File: src/rtl/snake_game_ctrl.sv
// Game sequencer for the snake datapath: drives the model reset, paces move strobes by level,
// and runs the start / countdown / play / pause / game-over flow with a session high score.
module snake_game_ctrl #(
   parameter int unsigned TICK_BASE    = 10000000,
   parameter int unsigned TICK_DEC     = 1000000,
   parameter int unsigned TICK_MIN     = 2000000,
   parameter int unsigned LEVEL_STEP   = 5,
   parameter int unsigned MAX_LEVEL    = 7,
   parameter int unsigned COUNTDOWN    = 3,
   parameter int unsigned RESET_CYCLES = 16
) (
   input  logic        clk_i,
   input  logic        rst_ni,
   input  logic        start_i,
   input  logic        pause_i,
   input  logic        game_over_i,
   input  logic [15:0] score_i,
   output logic        model_rst_n_o,
   output logic        step_o,
   output logic [2:0]  state_o,
   output logic [2:0]  level_o,
   output logic [1:0]  countdown_o,
   output logic [15:0] high_score_o
);

   typedef enum logic [2:0] {
      StIdle  = 3'd0,
      StClear = 3'd1,
      StCount = 3'd2,
      StPlay  = 3'd3,
      StPause = 3'd4,
      StOver  = 3'd5
   } state_e;

   state_e      state_q, state_d;
   logic        start_q, pause_q;
   logic [31:0] cnt_q, cnt_d;
   logic [2:0]  level_q, level_d;
   logic [1:0]  countdown_q, countdown_d;
   logic [15:0] high_score_q, high_score_d;
   logic        model_rst_n_q, model_rst_n_d;

   logic        start_rise, pause_rise, boundary;
   logic [31:0] lvl_dec, lvl_raw, period;

   assign start_rise = start_i & ~start_q;
   assign pause_rise = pause_i & ~pause_q;

   always_comb begin
      lvl_dec = 32'(level_q) * TICK_DEC;
      lvl_raw = 32'(score_i) / LEVEL_STEP;
      if (state_q == StCount) begin
         period = TICK_BASE;
      end else if (lvl_dec >= TICK_BASE - TICK_MIN) begin
         period = TICK_MIN;
      end else begin
         period = TICK_BASE - lvl_dec;
      end
   end

   // >= rather than == so a period that shrinks below cnt still wraps promptly
   assign boundary = (cnt_q >= period - 32'd1);

   always_comb begin
      state_d = state_q;
      case (state_q)
         StIdle:  if (start_rise) state_d = StClear;
         StClear: if (cnt_q == RESET_CYCLES - 1) state_d = StCount;
         StCount: if (boundary && countdown_q == 2'd1) state_d = StPlay;
         StPlay: begin
            if (game_over_i)     state_d = StOver;
            else if (pause_rise) state_d = StPause;
         end
         StPause: begin
            if (start_rise)      state_d = StClear;
            else if (pause_rise) state_d = StPlay;
         end
         StOver:  if (start_rise) state_d = StClear;
         default: state_d = StIdle;
      endcase
   end

   always_comb begin
      cnt_d = cnt_q;
      if (state_d != state_q) begin
         // Pause freezes the period counter in both directions
         if ((state_q == StPlay && state_d == StPause) ||
             (state_q == StPause && state_d == StPlay)) begin
            cnt_d = cnt_q;
         end else begin
            cnt_d = '0;
         end
      end else if (state_q == StClear) begin
         cnt_d = cnt_q + 32'd1;
      end else if (state_q == StCount || state_q == StPlay) begin
         cnt_d = boundary ? '0 : cnt_q + 32'd1;
      end

      level_d = level_q;
      if (state_d == StClear) begin
         level_d = '0;
      end else if (state_q == StPlay) begin
         level_d = (lvl_raw > MAX_LEVEL) ? 3'(MAX_LEVEL) : 3'(lvl_raw);
      end

      countdown_d = '0;
      if (state_d == StCount) begin
         if (state_q != StCount) countdown_d = 2'(COUNTDOWN);
         else if (boundary)      countdown_d = countdown_q - 2'd1;
         else                    countdown_d = countdown_q;
      end

      high_score_d = high_score_q;
      if (state_q == StPlay && state_d == StOver && score_i > high_score_q) begin
         high_score_d = score_i;
      end

      model_rst_n_d = (state_d == StCount) || (state_d == StPlay) ||
                      (state_d == StPause) || (state_d == StOver);
   end

   always_ff @(posedge clk_i or negedge rst_ni) begin
      if (!rst_ni) begin
         state_q       <= StIdle;
         start_q       <= 1'b0;
         pause_q       <= 1'b0;
         cnt_q         <= '0;
         level_q       <= '0;
         countdown_q   <= '0;
         high_score_q  <= '0;
         model_rst_n_q <= 1'b0;
      end else begin
         state_q       <= state_d;
         start_q       <= start_i;
         pause_q       <= pause_i;
         cnt_q         <= cnt_d;
         level_q       <= level_d;
         countdown_q   <= countdown_d;
         high_score_q  <= high_score_d;
         model_rst_n_q <= model_rst_n_d;
      end
   end

   // Strobe is dropped in the cycle PLAY exits so no move lands on a dead game
   assign step_o        = (state_q == StPlay) && boundary && !game_over_i && !pause_rise;
   assign state_o       = state_q;
   assign level_o       = level_q;
   assign countdown_o   = countdown_q;
   assign high_score_o  = high_score_q;
   assign model_rst_n_o = model_rst_n_q;

endmodule

File: config.mk
export PLATFORM = sky130hd
export DESIGN_NAME = snake_game_ctrl
export DESIGN_NICKNAME = d
export VERILOG_FILES = /design/src/rtl/snake_game_ctrl.sv
export SDC_FILE = /design/constraint.sdc
export NUM_CORES = 1
export LEC_CHECK = 0
export CORE_MARGIN = 2
export CORE_UTILIZATION = 50
export CTS_CLUSTER_SIZE = 20
export DETAILED_ROUTE_END_ITERATION = 10
export PLACE_DENSITY = 0.71
export SLEW_MARGIN = 0
export SYNTH_ARGS = -nofsm -noshare
export SYNTH_HDL_FRONTEND = slang
export SYNTH_SLANG_ARGS = --single-unit
File: constraint.sdc
create_clock -name clk_i -period 11 [get_ports clk_i]
set_clock_uncertainty 0.05 [all_clocks]
set_input_delay 2.2 -clock clk_i [delete_from_list [all_inputs] [get_ports clk_i]]
set_output_delay 2.2 -clock clk_i [all_outputs]
set_load 0.01 [all_outputs]
[After elaboration in Yosys (flattened, before gate mapping)]
Cells that the tools add are included.
Widths: inputs -> output; s select.
Storage, ports and cells
  bits in registers: 59
  output and inout bits: 26
  logic and storage cells: 79
Operators by class
  add/subtract/negate cells: 4
  multiply operators: 1
  divide/modulo/power cells: 1
  magnitude comparators: 4
  equal/unequal tests: 16
  multiplexer cells: 21
  bitwise operators: 4
  reduce and logical (&&, ||, !) cells: 20
Operators by type and width (count)
  $mux 32: 7
  $add 32x1->32 const B: 1
  $div 16x3->32 const B: 1
  $eq 32x4->1 const B: 1
  $ge 32x32->1: 1
  $gt 32x3->1 const B: 1
  $sub 32x1->32 const B: 1
  $mux 3: 10
  $sub 24x23->25 const A: 1
  $ge 23x23->1 const B: 1
  $mul 3x14->17 const B: 1
  $gt 16x16->1: 1
  $pmux 3 s5: 1
  $eq 3x2->1 const B: 4
  $eq 3x3->1 const B: 4
  $logic_and 1x1->1: 8
  $eq 3x1->1 const B: 2
  $mux 2: 3
  $ne 3x2->1 const B: 2
  $logic_or 1x1->1: 5
  $logic_not 3->1: 1
  $ne 3x3->1: 1
  $reduce_bool 3->1: 1
  $and 1x1->1: 2
  other kinds (8): 10

[Depth between registers and ports, before layout]
Gate-level depths: netlist of the first run.
  depth in word-level cells: 14
  gate-level depth with buffers: 46
  gate-level depth less buffers: 43

[Least setup slack after synthesis of the first run]
Ideal clock, no wire load.
  path kind: input to register
  start: input port score_i[14]
  end: register level_q[0] (netlist: level_o[0])
  setup time: 82 ps
  arrival time: 10934 ps
  data required time: 10868 ps
  path slack: -66 ps
  cell stages on the path: 46
  path buffers: 9
  cells stage by stage: buf_4 buf_2 nor2_1 inv_1 ha_1 nand2b_1 or3_1 nand3_1 clkbuf_1 o2111ai_1 o211ai_1 a32oi_4 or2_1 buf_4 o31a_1 or3_4 buf_6 o31ai_4 [... 10 more ...] o21ai_1 o31ai_2 and2_1 clkbuf_1 a21oi_1 a21boi_1 o211a_4 nand2_1 xnor2_1 ha_1 a21oi_1 nor2_1 nand2_1 o211ai_1 nor3_2 or4b_1 a22o_1 a31oi_1
On the way
  word-level cells in the longest chain between the ends: 5
Ends and longest elaborated chain
  from (decl): RTL line 17  | input logic [15:0] score_i,
  $div 16x3->32 *: RTL line 51  | lvl_raw = 32'(score_i) / LEVEL_STEP;
  $gt 32x3->1: RTL line 103  | level_d = (lvl_raw > MAX_LEVEL) ? 3'(MAX_LEVEL) : 3'(lvl_raw);
  $mux 3 *: RTL line 103
  $mux 3 *: RTL line 102  | end else if (state_q == StPlay) begin
  $mux 3 *: RTL line 100  | if (state_d == StClear) begin
  to (signal assigned): RTL line 137  | level_q <= level_d;
  to (decl): RTL line 38  | logic [2:0] level_q, level_d;
Every way passes the cells marked *; elsewhere a longest branch is shown, timed or not. The select of a mux whose other input is x is not followed.
A chain may end at the register's enable or synchronous reset.

[Worst setup path after layout of the first run]
Same ends and word-level chain as after synthesis.

==> Flow_metrics.wiki, run 1 <==
{| class="wikitable"
! Metric !! Value
|-
| Largest fanout on the critical path || 19
|-
| Syn nets || 1,264
|-
| I/O Pins || 47
|-
| Top flip-flop cell by instance count after synthesis || sky130_fd_sc_hd__dfrtp_1
|-
| Yosys warning total || 0
|-
| Largest stage delay, worst path || about 590 ps
|-
| Worst-Margin Slew || ~760 ps
|-
| Number of port buffers || between 40 and 50
|-
| Outcome || completed
|-
| Number of distinct library cell variants in the gate-level netlist after synthesis || roughly 120
|-
| Reg clk slew, reported paths || 50 ps
|-
| Post-layout nets || 1,388
|-
| Layout cell share with drive strength beyond 1 || 0.207
|-
| Fraction of registers with async set/reset || 1.00
|-
| Floorplan die width || between 100 and 150 µm
|-
| Clock Sinks || slightly below 60
|-
| Sum of overflow across all layers after global routing || 0
|-
| Length in cells of the worst reg-to-reg path || 40
|-
| Critical Path Source Type || primary input
|-
| Most frequent standard cell in the layout excluding fill and tap cells || sky130_fd_sc_hd__buf_4
|-
| CTS buffer count || 9
|-
| First-pass GRT wire length || roughly 43 mm
|-
| Die footprint || ~0.019 mm²
|-
| Vias in the first global route || a little under 9,000
|-
| Filler Cell Count || roughly 1,500
|-
| Initial standard-cell utilization of the core || 0.512
|-
| Power per unit of standard cell area || 171 mW/mm²
|-
| Highest-count cells in the layout ignoring fill and taps || sky130_fd_sc_hd__buf_4 (122), sky130_fd_sc_hd__nand2_1 (109), sky130_fd_sc_hd__nor2_1 (106)
|-
| Sum of internal, switching and leakage power || between 1500 and 2000 µW
|-
| VDD IR max || roughly 140 µV
|-
| Max_cap viols || 0
|-
| Worst Path Class, Setup || primary input to flop
|-
| Root Buffer Master || sky130_fd_sc_hd__clkbuf_16
|-
| P&R area growth vs syn || 24.3%
|-
| Routed Wire Length || ~27 mm
|-
| Post-placement setup slack || -157 ps
|-
| Final hold viol count || 0
|-
| Number of buffers on the longest clock path || 2
|-
| Top achievable clock speed || ~93 MHz
|-
| Area of all placed cells without fillers || between 0.01 and 0.015 mm²
|-
| Iteration-0 DRC count of the detailed router || around 1,100
|-
| Final WS setup || approximately 290 ps
|-
| Latest clock arrival within the worst-skew pair || between 300 and 400 ps
|-
| Start point of the critical path || score_i[14]
|-
| Diodes inserted || 0
|-
| Seq/Total Area, Yosys || 0.166
|-
| Mean instance size in the synthesized netlist || between 7 and 8 µm²
|-
| Number of register bits inferred by synthesis || 59
|-
| Number of H-tree levels || 3
|-
| Data arrival time of the critical path || roughly 11,000 ps
|-
| Largest net degree at the start of global routing || 60
|-
| Area of the placeable core || 0.0174 mm²
|-
| Minimum clock period || around 11,000 ps
|-
| 1st-pass router iterations || 6
|-
| Number of standard cells after synthesis || approximately 1,200
|-
| Worst hold path class || flop to flop
|-
| Final HPWL DP || 19.3 mm
|-
| Leakage component of the power || between 0.004 and 0.005 µW
|-
| Hold slack || around 460 ps
|-
| Post-detailed-route DRC marker count || 0
|-
| Weighted congestion reported at the end of routability-driven placement || a little under 1
|-
| Number of antenna violations at the first check in global routing || 0
|-
| WL/cell || 17.6 µm
|-
| Post-DP Area || approximately 0.010 mm²
|-
| Post-synthesis cell area || about 0.009 mm²
|-
| Row count || 48
|-
| Total of hold buffers inserted after clock tree synthesis || 0
|-
| Slowest cell on the critical path || sky130_fd_sc_hd__or3_2
|-
| Final count of pins violating max slew || 0
|-
| Setup-violating endpoint count in the final report || 0
|-
| Capture point of the worst reg-to-reg path || cnt_q[8]
|-
| Post-route antenna net violation count || 0
|-
| Crit share post-route || 0.973
|-
| Clock tree from TritonCTS || yes
|-
| Critical R2R Launch || level_o[1]
|-
| Gr usage total || 0.276
|-
| Capturing element of the worst setup path || level_o[0]
|-
| Total Neg Setup Slack || 0 ps
|-
| Via total after detailed routing || 9,680
|-
| Number of vias per cell || around 6.3
|-
| Headroom to the max-slew limit || 0.491
|-
| Die height || 137 µm
|-
| EDFF count, synth || 0
|-
| Slack of the worst reg-to-reg path || around 2500 ps
|-
| Required @ worst endpoint || 11,200 ps
|-
| Type of element capturing the critical path || flop
|}
==> repair_timing <==
| action | 4_1_cts | 5_1_grt |
|---|---|---|
| resized for setup | 0 | 80 |
| setup buffers | 0 | 12 |
| setup endpoints to repair | 0 | 3 |
==> critical path, delay by kind of cell <==
family | cells | cell delay [ps]
compound gates | 19 | 4210
simple gates | 9 | 2070
buf+inv | 5 | 1390
fa+ha+maj | 2 | 540
xor+xnor | 2 | 350
mux | 1 | 120
==> Yosys cell counts (7+ instances only) <==
| cell | n | area [µm²] |
|---|---|---|
| sky130_fd_sc_hd__nor4_1 | 17 | 106 |
| sky130_fd_sc_hd__nor2b_1 | 12 | 75.1 |
| sky130_fd_sc_hd__xnor2_1 | 42 | 368 |
| sky130_fd_sc_hd__nor3b_1 | 8 | 60.1 |
| sky130_fd_sc_hd__xor2_1 | 37 | 324 |
| sky130_fd_sc_hd__nand2_1 | 109 | 409 |
| sky130_fd_sc_hd__dfrtp_1 | 59 | 1480 |
| sky130_fd_sc_hd__or4_1 | 9 | 67.6 |
| sky130_fd_sc_hd__o21a_1 | 11 | 82.6 |
| sky130_fd_sc_hd__o21ai_0 | 74 | 370 |
| sky130_fd_sc_hd__a211oi_1 | 11 | 82.6 |
| sky130_fd_sc_hd__a31oi_1 | 18 | 113 |
| sky130_fd_sc_hd__a21oi_1 | 72 | 360 |
| sky130_fd_sc_hd__a21o_1 | 27 | 203 |
| sky130_fd_sc_hd__buf_2 | 9 | 45.0 |
| sky130_fd_sc_hd__mux2i_1 | 15 | 150 |
| sky130_fd_sc_hd__nand4_1 | 18 | 113 |
| sky130_fd_sc_hd__o2111ai_1 | 7 | 61.3 |
| sky130_fd_sc_hd__nor2_1 | 114 | 428 |
| sky130_fd_sc_hd__or2_2 | 7 | 43.8 |
| sky130_fd_sc_hd__o211ai_1 | 25 | 188 |
| sky130_fd_sc_hd__clkbuf_1 | 38 | 143 |
| sky130_fd_sc_hd__and2_1 | 8 | 50.1 |
| sky130_fd_sc_hd__and3_1 | 21 | 131 |
| sky130_fd_sc_hd__nand2b_1 | 23 | 144 |
| sky130_fd_sc_hd__nand3_1 | 42 | 210 |
| sky130_fd_sc_hd__ha_1 | 63 | 788 |
| sky130_fd_sc_hd__o21ai_1 | 11 | 55.1 |
| sky130_fd_sc_hd__inv_1 | 47 | 176 |
| sky130_fd_sc_hd__nor3_1 | 34 | 170 |
==> how the worst min path moves through the flow <==
stage | startpoint | endpoint | slack [ps] | cells past startpoint
2_1_floorplan | cnt_q[1] | cnt_q[1] | 420 | 2
3_3_place_gp | cnt_q[1] | cnt_q[1] | 440 | 2
3_5_place_dp | cnt_q[1] | cnt_q[1] | 450 | 2
4_1_cts | cnt_q[1] | cnt_q[1] | 460 | 2
5_1_grt | cnt_q[1] | cnt_q[1] | 500 | 2
6_report | cnt_q[1] | cnt_q[1] | 460 | 2
==> layer usage <==
metal	share of wire	vias up	global-route usage	wire length [µm]
li1	-	4641	-	-
met1	0.43	4537	0.364	11600
met2	0.48	419	0.458	12900
met3	0.057	83	0.0247	1540
met4	0.037	0	0.127	991
met5	0	-	0	0
==> power breakdown <==
group          switching [µW]  internal, µW
registers                26.7           235
clock network            99.0           217
logic                     762           550
==> flip-flops by register name, summed over array words and instances, names as in the netlist <==
name,count
state_o,3
high_score_o,16
model_rst_n_o,1
pause_q,1
level_o,3
cnt_q,32
countdown_o,2
start_q,1
==> kinds of logic (layout without fill, tap and decap cells) <==
family	count (synthesis)	after routing	synth area share
simple gates	467	468	0.272
compound gates	367	368	0.298
buf+inv	109	236	0.0532
xor+xnor	81	81	0.0815
fa+ha+maj	72	72	0.102
flops	59	59	0.166
mux	22	22	0.0270
==> cell type report <==
type,instances,area (µm²),area share
timing repair buffer,170,1390,0.126
clock inverter,3,68.8,0.00623
tap,225,282,0.0255
clock buffer,13,270,0.0245
sequential,59,1480,0.134
inverter,50,188,0.0170
multi-input combinational,1011,7360,0.667
==> per-stage QoR <==
| step | utilization | std cells |
|---|---|---|
| 2_1_floorplan | - | 1177 |
| 3_3_place_gp | 0.588 | 1500 |
| 3_5_place_dp | 0.588 | 1500 |
| 4_1_cts | 0.607 | 1516 |
| 5_1_grt | 0.636 | 1531 |
| 6_report | 0.636 | 1531 |
(Power assumes the default switching activity.)
==> inputs of run 2 (changes only) <==
--- a/config.mk
+++ b/config.mk
@@ -9,6 +9,7 @@
 export CORE_UTILIZATION = 50
 export CTS_CLUSTER_SIZE = 20
 export DETAILED_ROUTE_END_ITERATION = 10
+export MAX_ROUTING_LAYER = met4
 export PLACE_DENSITY = 0.71
 export SLEW_MARGIN = 0
 export SYNTH_ARGS = -nofsm -noshare
==> Flow_metrics.wiki, run 2 (synthesized netlist as in run 1, its figures left out) <==
{| class="wikitable"
! Metric !! Value
|-
| Top cell family by delay on the critical path || compound AO/OA/AOI/OAI gates
|-
| Final WS setup || ~400 ps
|-
| Weighted congestion reported at the end of routability-driven placement || ~1
|-
| Layout cell share with drive strength beyond 1 || 0.198
|-
| Final count of pins violating max slew || 0
|-
| Die height || 137 µm
|-
| Largest stage delay, worst path || 520 ps
|-
| Final HPWL DP || ~20 mm
|-
| Total Neg Setup Slack || 0 ps
|-
| Data arrival time of the critical path || 10,800 ps
|-
| P&R area growth vs syn || 23.0%
|-
| Diodes inserted || 0
|-
| Iteration-0 DRC count of the detailed router || a little under 1,000
|-
| Crit share post-route || 0.963
|-
| Number of port buffers || 46
|-
| First-pass GRT wire length || 43.5 mm
|-
| CTS buffer count || 9
|-
| Initial standard-cell utilization of the core || 0.512
|-
| Flip-flop count of the largest register, all copies and words added || 32
|-
| Post-layout nets || about 1,400
|-
| Critical R2R Launch || level_o[1]
|-
| I/O Pins || 47
|-
| Minimum clock period || around 11,000 ps
|-
| Outcome || completed
|-
| Worst Path Class, Setup || primary input to flop
|-
| Floorplan die width || between 100 and 150 µm
|-
| Final hold viol count || 0
|-
| Routed Wire Length || roughly 27 mm
|-
| Number of buffers on the longest clock path || 2
|-
| Sum of overflow across all layers after global routing || 0
|-
| Area of the placeable core || around 0.017 mm²
|-
| Reg clk slew, reported paths || around 60 ps
|-
| Largest net degree at the start of global routing || 60
|-
| Power per unit of standard cell area || 170 mW/mm²
|-
| Worst-Margin Slew || between 700 and 800 ps
|-
| Slowest cell on the critical path || sky130_fd_sc_hd__or4b_1
|-
| Setup-violating endpoint count in the final report || 0
|-
| Post-route antenna net violation count || 0
|-
| Filler Cell Count || ~1,500
|-
| Vias in the first global route || around 8,900
|-
| Die footprint || ~0.019 mm²
|-
| Register with the most flip-flops || cnt_q
|-
| Highest-count cells in the layout ignoring fill and taps || sky130_fd_sc_hd__buf_4 (115), sky130_fd_sc_hd__nand2_1 (109), sky130_fd_sc_hd__nor2_1 (109)
|-
| Worst hold path class || flop to flop
|-
| WL/cell || about 17 µm
|-
| Post-placement setup slack || -137 ps
|-
| Critical path buffer and inverter count || 4
|-
| Number of vias per cell || around 6.3
|-
| Number of H-tree levels || 3
|-
| Required @ worst endpoint || roughly 11,000 ps
|-
| Number of antenna violations at the first check in global routing || 0
|-
| Latest clock arrival within the worst-skew pair || roughly 330 ps
|-
| Clock tree from TritonCTS || yes
|-
| Top achievable clock speed || 94.4 MHz
|-
| Final core utilization || 0.630
|-
| Post-detailed-route DRC marker count || 0
|-
| Headroom to the max-slew limit || 0.501
|-
| 1st-pass router iterations || 5
|-
| Start point of the critical path || score_i[14]
|-
| Root Buffer Master || sky130_fd_sc_hd__clkbuf_16
|-
| Largest fanout on the critical path || 19
|-
| Row count || between 40 and 50
|-
| Leakage component of the power || between 0.004 and 0.005 µW
|-
| Hold wc startpoint || cnt_q[1]
|-
| Type of element capturing the critical path || flop
|-
| Max_cap viols || 0
|-
| VDD IR max || 117 µV
|-
| Clock Sinks || a little under 60
|-
| Critical Path Source Type || primary input
|-
| Most frequent standard cell in the layout excluding fill and tap cells || sky130_fd_sc_hd__buf_4
|-
| Via total after detailed routing || 9,613
|-
| Gr usage total || 0.289
|}
==> run 2: changes by cell type in the layout (fill, tap and decap cells not counted), sizes merged <==
cell and change:
clkinvlp +1, clkinv -1, clkbuf -1, buf -5, bufinv +1, or3 -1
==> run 2: final timing paths <==
check	end	slack, ps	depth (start not counted)
min reg2reg	cnt_q[1]	460	2
max in group asynchronous	level_o[2]	8390	2
min in group asynchronous	cnt_q[29]	1970	2
min	cnt_q[1]	460	2
max reg2reg	cnt_q[8]	2550	42
max	level_o[0]	410	38
==> run 2: what timing repair did <==
| action | 4_1_cts | 5_1_grt |
|---|---|---|
| endpoints found under the setup margin | 0 | 3 |
| setup buffers | 0 | 9 |
| gates resized for setup | 0 | 68 |
| hold buffers | 0 | 0 |
==> run 2: area by class of cell <==
type / instances / area (µm²) / area share
Clock buffer: 12 / 246 / 0.0225
Clock inverter: 4 / 97.6 / 0.00892
Inverter: 50 / 188 / 0.0172
Multi-Input combinational cell: 1010 / 7280 / 0.665
Sequential cell: 59 / 1480 / 0.135
Tap cell: 225 / 282 / 0.0257
Timing Repair Buffer: 165 / 1370 / 0.125
==> run 2: metal layers <==
metal  GRT usage  up-vias  wire [µm]  share of wire
met5           -        -          0              0
met4      0.0951        0        690          0.026
met3      0.0180       76       1420          0.054
met2       0.482      380      13000           0.49
met1       0.374     4530      11400           0.43
li1            -     4627          -              -
==> run 2: where the power goes <==
group | switching (µW) | total [µW] | internal (µW)
sequential | 26.5 | 262 | 235
combinational | 747 | 1280 | 529
clock | 98.2 | 325 | 227
==> run 2: metrics by stage <==
| stage | std cells | total power (µW) | hold WS (ps) | cell area (µm²) |
|---|---|---|---|---|
| CTS | 1514 | 1780 | 460 | 10500 |
| global route | 1525 | 2000 | 489 | 10900 |
| detailed placement | 1498 | 1440 | 449 | 10200 |
| finish | 1525 | 1860 | 458 | 10900 |
| floorplan | 1177 | 1100 | 418 | 8910 |
| global placement | 1498 | 1420 | 436 | 10200 |
==> run 2: worst min-delay path, stage by stage, from the launching register on <==
cell and delay, ps:
sky130_fd_sc_hd__dfrtp_1 350, sky130_fd_sc_hd__nand2_1 60, sky130_fd_sc_hd__o21ai_0 60
